==> config.mk <==
export PLATFORM = sky130hd
export DESIGN_NAME = uart_frame_loader
export DESIGN_NICKNAME = d
export VERILOG_FILES = /design/src/rtl/uart_frame_loader.sv
export SDC_FILE = /design/constraint.sdc
export NUM_CORES = 1
export LEC_CHECK = 0
export ABC_AREA = 1
export BUFFER_PORTS_ARGS = -buffer_cell sky130_fd_sc_hd__buf_2
export CAP_MARGIN = 20
export CORE_UTILIZATION = 44
export DETAILED_ROUTE_END_ITERATION = 7
export GPL_TIMING_DRIVEN = 0
export PLACE_DENSITY = 0.65
export SETUP_SLACK_MARGIN = 0.2
export SLEW_MARGIN = 20
export SYNTH_ARGS = -nofsm -noshare
export SYNTH_HDL_FRONTEND = slang
export SYNTH_SLANG_ARGS = --single-unit
==> constraint.sdc <==
create_clock -name i_clk_sys -period 4.4 [get_ports i_clk_sys]
set_input_delay 0.44 -clock i_clk_sys [delete_from_list [all_inputs] [get_ports i_clk_sys]]
set_output_delay 0.44 -clock i_clk_sys [all_outputs]
set_load 0.1 [all_outputs]
==> src/rtl/uart_frame_loader.sv <==
// Parses framed packets from the UART byte stream (sync, address, length, payload, XOR checksum)
// and writes the payload as 16-bit words to the frame SRAM over a request/acknowledge port.
module uart_frame_loader #(
   parameter int unsigned ADDR_WIDTH     = 18,
   parameter logic [7:0]  SYNC0          = 8'hAA,
   parameter logic [7:0]  SYNC1          = 8'h55,
   parameter int unsigned TIMEOUT_CYCLES = 104160
) (
   input  logic                  i_clk_sys,
   input  logic                  i_rst,
   input  logic [7:0]            i_rx_data,
   input  logic                  i_rx_done,
   output logic                  o_sram_wr_req,
   output logic [ADDR_WIDTH-1:0] o_sram_addr,
   output logic [15:0]           o_sram_data,
   input  logic                  i_sram_wr_ack,
   output logic                  o_frame_ok,
   output logic                  o_frame_err,
   output logic [1:0]            o_err_code,
   output logic                  o_busy,
   output logic [2:0]            o_state
);

   localparam int unsigned GAP_W = (TIMEOUT_CYCLES > 2) ? $clog2(TIMEOUT_CYCLES) : 1;
   localparam logic [GAP_W-1:0] GAP_LAST = GAP_W'(TIMEOUT_CYCLES - 1);

   localparam logic [1:0] ERR_NONE     = 2'd0;
   localparam logic [1:0] ERR_CHECKSUM = 2'd1;
   localparam logic [1:0] ERR_TIMEOUT  = 2'd2;
   localparam logic [1:0] ERR_OVERFLOW = 2'd3;

   typedef enum logic [2:0] {
      ST_IDLE    = 3'd0,
      ST_SYNC    = 3'd1,
      ST_ADDR    = 3'd2,
      ST_LEN     = 3'd3,
      ST_DATA_HI = 3'd4,
      ST_DATA_LO = 3'd5,
      ST_CHK     = 3'd6
   } state_e;

   state_e                state_q, state_d;
   logic [1:0]            idx_q, idx_d;
   logic [ADDR_WIDTH-1:0] addr_q, addr_d;
   logic [15:0]           cnt_q, cnt_d;
   logic [7:0]            hi_q, hi_d;
   logic [7:0]            chk_q, chk_d;
   logic [GAP_W-1:0]      gap_q, gap_d;
   logic                  wr_req_q, wr_req_d;
   logic [ADDR_WIDTH-1:0] sram_addr_q, sram_addr_d;
   logic [15:0]           sram_data_q, sram_data_d;
   logic                  frame_ok_q, frame_ok_d;
   logic                  frame_err_q, frame_err_d;
   logic [1:0]            err_code_q, err_code_d;
   logic                  busy_q, busy_d;
   logic [15:0]           len_c;

   assign len_c = {cnt_q[7:0], i_rx_data};

   // Next-state, datapath and output computation
   always_comb begin
      state_d     = state_q;
      idx_d       = idx_q;
      addr_d      = addr_q;
      cnt_d       = cnt_q;
      hi_d        = hi_q;
      chk_d       = chk_q;
      gap_d       = gap_q;
      wr_req_d    = wr_req_q;
      sram_addr_d = sram_addr_q;
      sram_data_d = sram_data_q;
      frame_ok_d  = 1'b0;
      frame_err_d = 1'b0;
      err_code_d  = err_code_q;

      if (wr_req_q && i_sram_wr_ack) begin
         wr_req_d = 1'b0;
      end

      if (i_rx_done) begin
         gap_d = '0;
         unique case (state_q)
            ST_IDLE: begin
               if (i_rx_data == SYNC0) state_d = ST_SYNC;
            end
            ST_SYNC: begin
               if (i_rx_data == SYNC1) begin
                  state_d = ST_ADDR;
                  chk_d   = 8'h00;
                  idx_d   = 2'd0;
                  addr_d  = '0;
               end else if (i_rx_data != SYNC0) begin
                  state_d = ST_IDLE;
               end
            end
            ST_ADDR: begin
               chk_d  = chk_q ^ i_rx_data;
               addr_d = ADDR_WIDTH'({addr_q, i_rx_data});
               if (idx_q == 2'd2) begin
                  idx_d   = 2'd0;
                  cnt_d   = 16'h0000;
                  state_d = ST_LEN;
               end else begin
                  idx_d = idx_q + 2'd1;
               end
            end
            ST_LEN: begin
               chk_d = chk_q ^ i_rx_data;
               cnt_d = len_c;
               if (idx_q == 2'd0) begin
                  idx_d = 2'd1;
               end else begin
                  idx_d   = 2'd0;
                  state_d = (len_c == 16'h0000) ? ST_CHK : ST_DATA_HI;
               end
            end
            ST_DATA_HI: begin
               chk_d   = chk_q ^ i_rx_data;
               hi_d    = i_rx_data;
               state_d = ST_DATA_LO;
            end
            ST_DATA_LO: begin
               chk_d = chk_q ^ i_rx_data;
               // A word with the previous write still outstanding is dropped and aborts the frame
               if (wr_req_q && !i_sram_wr_ack) begin
                  frame_err_d = 1'b1;
                  err_code_d  = ERR_OVERFLOW;
                  state_d     = ST_IDLE;
               end else begin
                  wr_req_d    = 1'b1;
                  sram_addr_d = addr_q;
                  sram_data_d = {hi_q, i_rx_data};
                  addr_d      = addr_q + ADDR_WIDTH'(1);
                  cnt_d       = cnt_q - 16'd1;
                  state_d     = (cnt_q == 16'd1) ? ST_CHK : ST_DATA_HI;
               end
            end
            ST_CHK: begin
               if (i_rx_data == chk_q) begin
                  frame_ok_d = 1'b1;
                  err_code_d = ERR_NONE;
               end else begin
                  frame_err_d = 1'b1;
                  err_code_d  = ERR_CHECKSUM;
               end
               state_d = ST_IDLE;
            end
            default: state_d = ST_IDLE;
         endcase
      end else if (state_q != ST_IDLE) begin
         if (gap_q == GAP_LAST) begin
            frame_err_d = 1'b1;
            err_code_d  = ERR_TIMEOUT;
            state_d     = ST_IDLE;
            gap_d       = '0;
         end else begin
            gap_d = gap_q + GAP_W'(1);
         end
      end else begin
         gap_d = '0;
      end

      busy_d = (state_d != ST_IDLE);
   end

   always_ff @(posedge i_clk_sys or posedge i_rst) begin
      if (i_rst) begin
         state_q     <= ST_IDLE;
         idx_q       <= 2'd0;
         addr_q      <= '0;
         cnt_q       <= 16'h0000;
         hi_q        <= 8'h00;
         chk_q       <= 8'h00;
         gap_q       <= '0;
         wr_req_q    <= 1'b0;
         sram_addr_q <= '0;
         sram_data_q <= 16'h0000;
         frame_ok_q  <= 1'b0;
         frame_err_q <= 1'b0;
         err_code_q  <= ERR_NONE;
         busy_q      <= 1'b0;
      end else begin
         state_q     <= state_d;
         idx_q       <= idx_d;
         addr_q      <= addr_d;
         cnt_q       <= cnt_d;
         hi_q        <= hi_d;
         chk_q       <= chk_d;
         gap_q       <= gap_d;
         wr_req_q    <= wr_req_d;
         sram_addr_q <= sram_addr_d;
         sram_data_q <= sram_data_d;
         frame_ok_q  <= frame_ok_d;
         frame_err_q <= frame_err_d;
         err_code_q  <= err_code_d;
         busy_q      <= busy_d;
      end
   end

   assign o_sram_wr_req = wr_req_q;
   assign o_sram_addr   = sram_addr_q;
   assign o_sram_data   = sram_data_q;
   assign o_frame_ok    = frame_ok_q;
   assign o_frame_err   = frame_err_q;
   assign o_err_code    = err_code_q;
   assign o_busy        = busy_q;
   assign o_state       = state_q;

endmodule

==> impl_metrics.tcl, run 1 <==
set metrics [dict create \
    outcome "complete, no violations" \
    place.port_buffers 54 \
    grt_first_pass_wirelength_um 25220 \
    width_of_the_chip_um 118.6 \
    cts_tree "built" \
    number_of_synthesized_flops_with_an_enable_pin 0 \
    grt_antenna_before_repair 0 \
    start_kind "flop" \
    yosys_register_bits 112 \
    drc 0 \
    drtIter0Drc 348 \
    reg2reg_from "cnt_q[0]" \
    power.density_cell_area_nw_per_um2 643.1 \
    path_cells "inv_1, ha_1, nand3_1, nor2_1, nand3_1, o22ai_1, nand2_1, o21ai_0" \
    yosys_warning_total 0 \
    irDropWorstVdd_uv 318.3 \
    postLayoutSetupSlackWorst_ns 2.476 \
    layout.filler_cells 1349 \
    overflow 0 \
    drt-pass1-iter-count 5 \
    grt_start_max_net_pins 62 \
    first_global_vias 5005 \
    drive_gt1_frac 0.1583 \
    clock-root-buffer "clkbuf_16" \
    synth_top_cell_by_area "dfrtp_1" \
    crit_top_cell "nand3_1" \
    portion_of_the_clock_cycle_consumed_by_the_worst_path_in_the_final_layout 0.4372 \
    tritoncts_num_sinks 112 \
    ys_seq_area_frac 0.4685 \
    post_synth_instance_area_sq_um 5982 \
    die_height_um 118.6 \
    critical_path.endpoint_type "flop" \
    route.detailed.wl_per_inst_um 15.23 \
    buffers_plus_inverters_on_the_worst_setup_path 1 \
    r2r-end "cnt_q[14]" \
    final_nets 847 \
    layout.cells.most_common "nand2_1" \
    final_hold_viol_count 0 \
    crit_type "flop to flop" \
    placementRows 42 \
    core_area_sq_um 13240 \
    num_antenna_cells 0 \
    final_core_utilization 0.5119 \
    whs_ns 0.1103 \
    place_ws_ns 2.511 \
    setup-violations-final 0 \
    layout-area-overhead-vs-synth_pct 13.32 \
    cp-startpoint "cnt_q[0]" \
    period_needed_ns 1.924 \
    cells_after_synth 763 \
    worst-r2r-setup-slack_ns 2.48 \
    multiInputGateArea_sq_um 2671 \
    clkLatencyLatePin_ns 0.36 \
    totalNegativeSetupSlack_ns 0 \
    finalWeightedCongestion 0.8963 \
    maxSlewViolCount 0 \
    syn-num-nets 781 \
    async_flop_share 1.000 \
    drt-total-wl_um 15380 \
    clk_pin_slew_worst_paths_ns 0.07 \
    slew-limit-headroom 0.6168 \
    cts_resized 0 \
    syn_avg_cell_area_sq_um 7.840 \
    synthDominantCellAreaShare 0.4685 \
    netlist_top_cells_area "dfrtp_1 47%, nand2_1 11%, nor2_1 6.7%" \
    cts_setup_buffers 0 \
    cts_buffer_depth 2 \
    hold_class "primary input to async pin" \
    dieArea_sq_um 14070 \
    crit_slowest_cell "nor2_1" \
    critical_path.top_delay_family "simple AND/OR/NAND/NOR gates" \
    gr-usage-all-layers 0.2274 \
    worst_pin_slew_ns 0.5727 \
    critical_path.max_fanout 7 \
    final_ant_viol_nets 0 \
    critical_path.max_stage_delay_ns 0.50 \
    yosysUniqueCellTypes 42 \
    number_of_vias_in_the_routed_layout 5350 \
    dpl.hpwl_um 11350 \
    r2r.worst_path.cells 8 \
    timing.critical_path.required_ns 4.68 \
    htree_levels 3 \
    register_area_sq_um 2803 \
    io-pin-count 55 \
    cts_hold_buffers 0 \
    cts_inserted_buffers 9 \
    max_freq_ghz 0.5198 \
    rsz0062_at_grt "false" \
    synth_flop_cell "dfrtp_1" \
    power_leakage_nw 3.203 \
    start_util 0.4517 \
    fin_skew_ns 0.01376 \
    maxCapViolations 0 \
    vias_per_cell 5.297 \
    dp_cells 994 \
    final-instance-count-excl-fill 1010 \
    final_cell_mix "173 x nand2_1, 112 x dfrtp_1, 106 x nor2_1, 84 x inv_1, 56 x buf_2" \
    worst_ep_arrival_time_ns 2.20 \
]
-- cell type report --
| type | count | share of cell area |
|---|---|---|
| plain buffers | 17 | 0.02141 |
| repair buffers | 55 | 0.04393 |
| inverters | 96 | 0.05426 |
| flip-flops and latches | 112 | 0.4134 |
| well taps | 176 | 0.03248 |
| clock buffers | 11 | 0.03581 |
| clock inverters | 5 | 0.004614 |
| multi-input cells | 538 | 0.3941 |
-- sequential cells by signal, indices dropped and copies added (netlist names) --
signal and cells:
idx_q 2, o_sram_wr_req 1, hi_q 8, o_sram_addr 18, chk_q 8, addr_q 18, o_state 3, gap_q 17
cnt_q 16, o_frame_ok 1, o_err_code 2, o_busy 1, o_sram_data 16, o_frame_err 1
-- synth_stat cells, types with 4 or more instances --
cell / instances
dfrtp_1: 112
o21ai_0: 49
buf_4: 5
o21ai_1: 13
nand3_1: 46
nor2_1: 106
a21oi_2: 5
xnor2_1: 4
buf_6: 8
mux2_2: 12
nand4_1: 11
ha_1: 6
nand2_1: 173
nor3_1: 16
a22oi_1: 7
a21oi_1: 42
xor2_1: 6
inv_1: 85
nor2_2: 8
inv_2: 10
o22ai_1: 9
-- metrics by stage --
stage	area, sq um	power [mW]
after floorplan	5982	3.190
after global placement	6472	3.555
final	6779	4.359
after detailed placement	6505	3.595
after global routing	6779	4.579
after CTS	6779	4.371
-- where the power goes --
| group | internal, mW | total [mW] | switching, mW | leakage (nW) |
|---|---|---|---|---|
| sequential | 1.30 | 1.48 | 0.182 | 1.46 |
| clock | 0.400 | 0.778 | 0.378 | 0.136 |
| combinational | 0.404 | 2.10 | 1.70 | 1.61 |
| total | 2.10 | 4.36 | 2.26 | 3.20 |
-- per-layer routing --
metal	vias to the layer above	wire length [um]	GRT usage
li1	2617	-	-
met1	2554	7294	0.3225
met2	158	7136	0.3596
met3	21	721	0.02606
met4	0	227	0.08070
met5	-	0	0
-- kinds of logic after synthesis --
family / after synthesis / share of synthesized area
compound gates: 140 / 0.1332
xor+xnor: 10 / 0.01464
fa+ha+maj: 6 / 0.01255
buf+inv: 113 / 0.08492
flops: 112 / 0.4685
mux: 12 / 0.02259
simple gates: 370 / 0.2635
-- worst max-delay path by stage --
| stage | slack (ns) | cells past startpoint | endpoint |
|---|---|---|---|
| floorplan | 1.00 | 1 | addr_q[0] |
| global placement | -0.26 | 2 | o_sram_addr[13] |
| detailed placement | 2.51 | 8 | chk_q[1] |
| CTS | 2.52 | 8 | cnt_q[14] |
| global route | 2.29 | 8 | cnt_q[14] |
| finish | 2.48 | 8 | cnt_q[14] |
(Power assumes the default switching activity.)
==> inputs of run 2 (changes only) <==
ABC_AREA = 0   (was 1)
PLACE_DENSITY = 0.68   (was 0.65)
clock period = 1.7 ns   (was 4.4 ns; I/O delays follow)
==> run 2 against run 1 <==
Synthesized cell count decreased by 25%. Largest cell class is now multi-input combinational cells. Critical path type unchanged. Sequential share of layout area decreased by 9.1 points. The run now ends with setup timing left. Die area decreased by 3.1%. Design area increased by 29%. Maximum frequency decreased by 4.2%. Power increased by 35%. Register-to-register slack got worse by 2.8 ns. Cell count decreased by 10%. Clock power increased to 2.9 times the previous value. Area after synthesis decreased by 3.2%.
==> impl_metrics.tcl, run 2 <==
set metrics [dict create \
    ys_seq_area_frac 0.4839 \
    syn-num-nets 590 \
    final-instance-count-excl-fill 908 \
    die_height_um 116.7 \
    final_cell_mix "98 x dfrtp_1, 68 x buf_4, 46 x buf_2, 34 x o21ai_1, 30 x buf_6" \
    postLayoutSetupSlackWorst_ns -0.3090 \
    portion_of_the_clock_cycle_consumed_by_the_worst_path_in_the_final_layout 1.182 \
    irDropWorstVdd_uv 644.8 \
    width_of_the_chip_um 116.7 \
    post_synth_instance_area_sq_um 5792 \
    max_freq_ghz 0.4978 \
    start_point_of_the_worst_hold_path "i_rx_data[1]" \
    whs_ns 0.1376 \
    io-pin-count 55 \
    r2r.worst_path.cells 5 \
    yosys.cell_count.top_type "dfrtp_1" \
    power.density_cell_area_nw_per_um2 676.0 \
    min_delay_path_depth 2 \
    critical_path.endpoint_type "flop" \
    drive_gt1_frac 0.5299 \
    layout.filler_cells 875 \
    r2r-end "cnt_q[15]" \
    final_cell_area_sq_um 8738 \
    drtIter0Drc 540 \
    totalNegativeSetupSlack_ns -8.702 \
    start_util 0.4553 \
    fin_skew_ns 0.01451 \
    slew-limit-headroom 0.4651 \
    cells_after_synth 572 \
    drt-total-wl_um 19240 \
    syn_avg_cell_area_sq_um 10.13 \
    grt_antenna_before_repair 0 \
    cts_buffer_depth 2 \
    final_hold_viol_count 0 \
    worst-r2r-setup-slack_ns -0.31 \
    clkLatencyLatePin_ns 0.37 \
    critical_path.max_fanout 5 \
    async_flop_share 1.000 \
    period_needed_ns 2.009 \
    num_antenna_cells 0 \
    outcome "finished with violations" \
    finalWeightedCongestion 0.8560 \
    htree_levels 3 \
    vias_per_cell 6.170 \
    layout.cells.most_common "dfrtp_1" \
    final_nets 749 \
    dieArea_sq_um 13630 \
    clock-root-buffer "clkbuf_16" \
    synthDominantCellAreaShare 0.4839 \
    cts_tree "built" \
    dpl_cell_area_sq_um 6573 \
    maxSlewViolCount 0 \
    route.detailed.wl_per_inst_um 21.19 \
    worst_pin_slew_ns 0.8023 \
    place.port_buffers 46 \
    rsz0062_at_grt "true" \
    number_of_synthesized_flops_with_an_enable_pin 0 \
    first_global_vias 5458 \
    tritoncts_num_sinks 112 \
    drt-pass1-iter-count 6 \
    hold_class "primary input to flop" \
    gr-usage-all-layers 0.2663 \
    setup-violations-final 77 \
    maxCapViolations 0 \
    synth_flop_cell "dfrtp_1" \
    netlist_top_cells_area "dfrtp_1 48%, mux2_2 8.2%, o21ai_0 5.3%" \
    placementRows 41 \
    crit_type "flop to flop" \
    overflow 0 \
    yosysUniqueCellTypes 67 \
    grt_first_pass_wirelength_um 27580 \
    synth_top_cell_by_area "dfrtp_1" \
    grt_start_max_net_pins 36 \
    synth.cells.most_frequent "112 x dfrtp_1, 61 x o21ai_0, 48 x nor2_1" \
    drc 0 \
    start_kind "flop" \
    cts_inserted_buffers 9 \
    worst_ep_arrival_time_ns 2.24 \
    dp_cells 793 \
    power_leakage_nw 3.879 \
    yosys_register_bits 112 \
    holdPathEnd "o_sram_data[1]" \
    dpl.hpwl_um 10100 \
    layout-area-overhead-vs-synth_pct 50.87 \
    number_of_vias_in_the_routed_layout 5602 \
    final_ant_viol_nets 0 \
    timing.critical_path.required_ns 1.93 \
    clk_pin_slew_worst_paths_ns 0.07 \
    yosys_warning_total 0 \
    reg2reg_from "cnt_q[8]" \
    core_area_sq_um 12720 \
    violations "setup timing" \
]
## run 2: what timing repair did
action,4_1_cts,5_1_grt
pin swaps,48,36
resized for setup,197,101
cloned,9,0
buffers inserted,67,22
endpoints found under the setup margin,108,109
hold buffers,1,0
endpoints found under the hold margin,20,0
## run 2: worst max path at each step
stage          startpoint             to  slack (ns)  cells past startpoint
6_report         cnt_q[8]      cnt_q[15]       -0.31                      5
5_1_grt          cnt_q[8]      cnt_q[15]       -0.32                      5
4_1_cts          cnt_q[7]         o_busy       -0.14                      6
3_5_place_dp    addr_q[0]     addr_q[16]       -0.44                      6
3_3_place_gp        i_rst  o_sram_wr_req       -0.69                      2
2_1_floorplan  o_state[0]     addr_q[17]       -0.33                      7
## run 2: kinds of logic (layout without fill, tap and decap cells)
logic type | Yosys count | after routing | synth area share
xor gates and xnor gates | 16 | 16 | 0.02419
muxes | 44 | 44 | 0.08512
DFF | 112 | 112 | 0.4839
buffers and inverters | 55 | 219 | 0.04277
AOI/OAI and AO/OA | 149 | 149 | 0.1633
adders and majority gates | 6 | 6 | 0.01296
and+or+nand+nor | 190 | 190 | 0.1877
## run 2: cell type report
type,count,area (sq um),area share
well taps,172,215.2,0.02463
flip-flops and latches,112,2820,0.3227
inverters,15,60.06,0.006873
plain buffers,40,434.2,0.04968
repair buffers,148,1289,0.1475
clock buffers,10,239.0,0.02735
multi-input cells,405,3616,0.4138
clock inverters,6,65.06,0.007446
## run 2: worst max-delay path, stage by stage, from the launching register on
cell	delay, ns
dfrtp_2	0.44
or4_4	0.58
nor4_4	0.33
a21oi_1	0.15
o21ai_1	0.23
o21ai_1	0.14
## run 2: report_power, final
part / total, mW / switching [mW] / leakage, nW / internal (mW)
Sequential: 2.90 / 0.131 / 1.52 / 2.77
Clock: 2.22 / 1.03 / 0.149 / 1.19
Combinational: 0.788 / 0.419 / 2.21 / 0.369
Total: 5.91 / 1.58 / 3.88 / 4.33
## run 2: metrics by stage
step	setup WS, ns	utilization	total power, mW
2_1_floorplan	-0.3254	-	3.284
3_3_place_gp	-0.6858	0.5113	3.395
3_5_place_dp	-0.4392	0.5166	3.437
4_1_cts	-0.1374	0.6449	5.773
5_1_grt	-0.3177	0.6869	6.079
6_report	-0.3090	0.6869	5.907
## run 2: layer usage
layer / global-route usage / wire length, um / up-vias
li1: - / - / 2424
met1: 0.3337 / 7494 / 2788
met2: 0.4418 / 9479 / 301
met3: 0.03892 / 1418 / 89
met4: 0.1511 / 845 / 0
met5: 0 / 0 / -
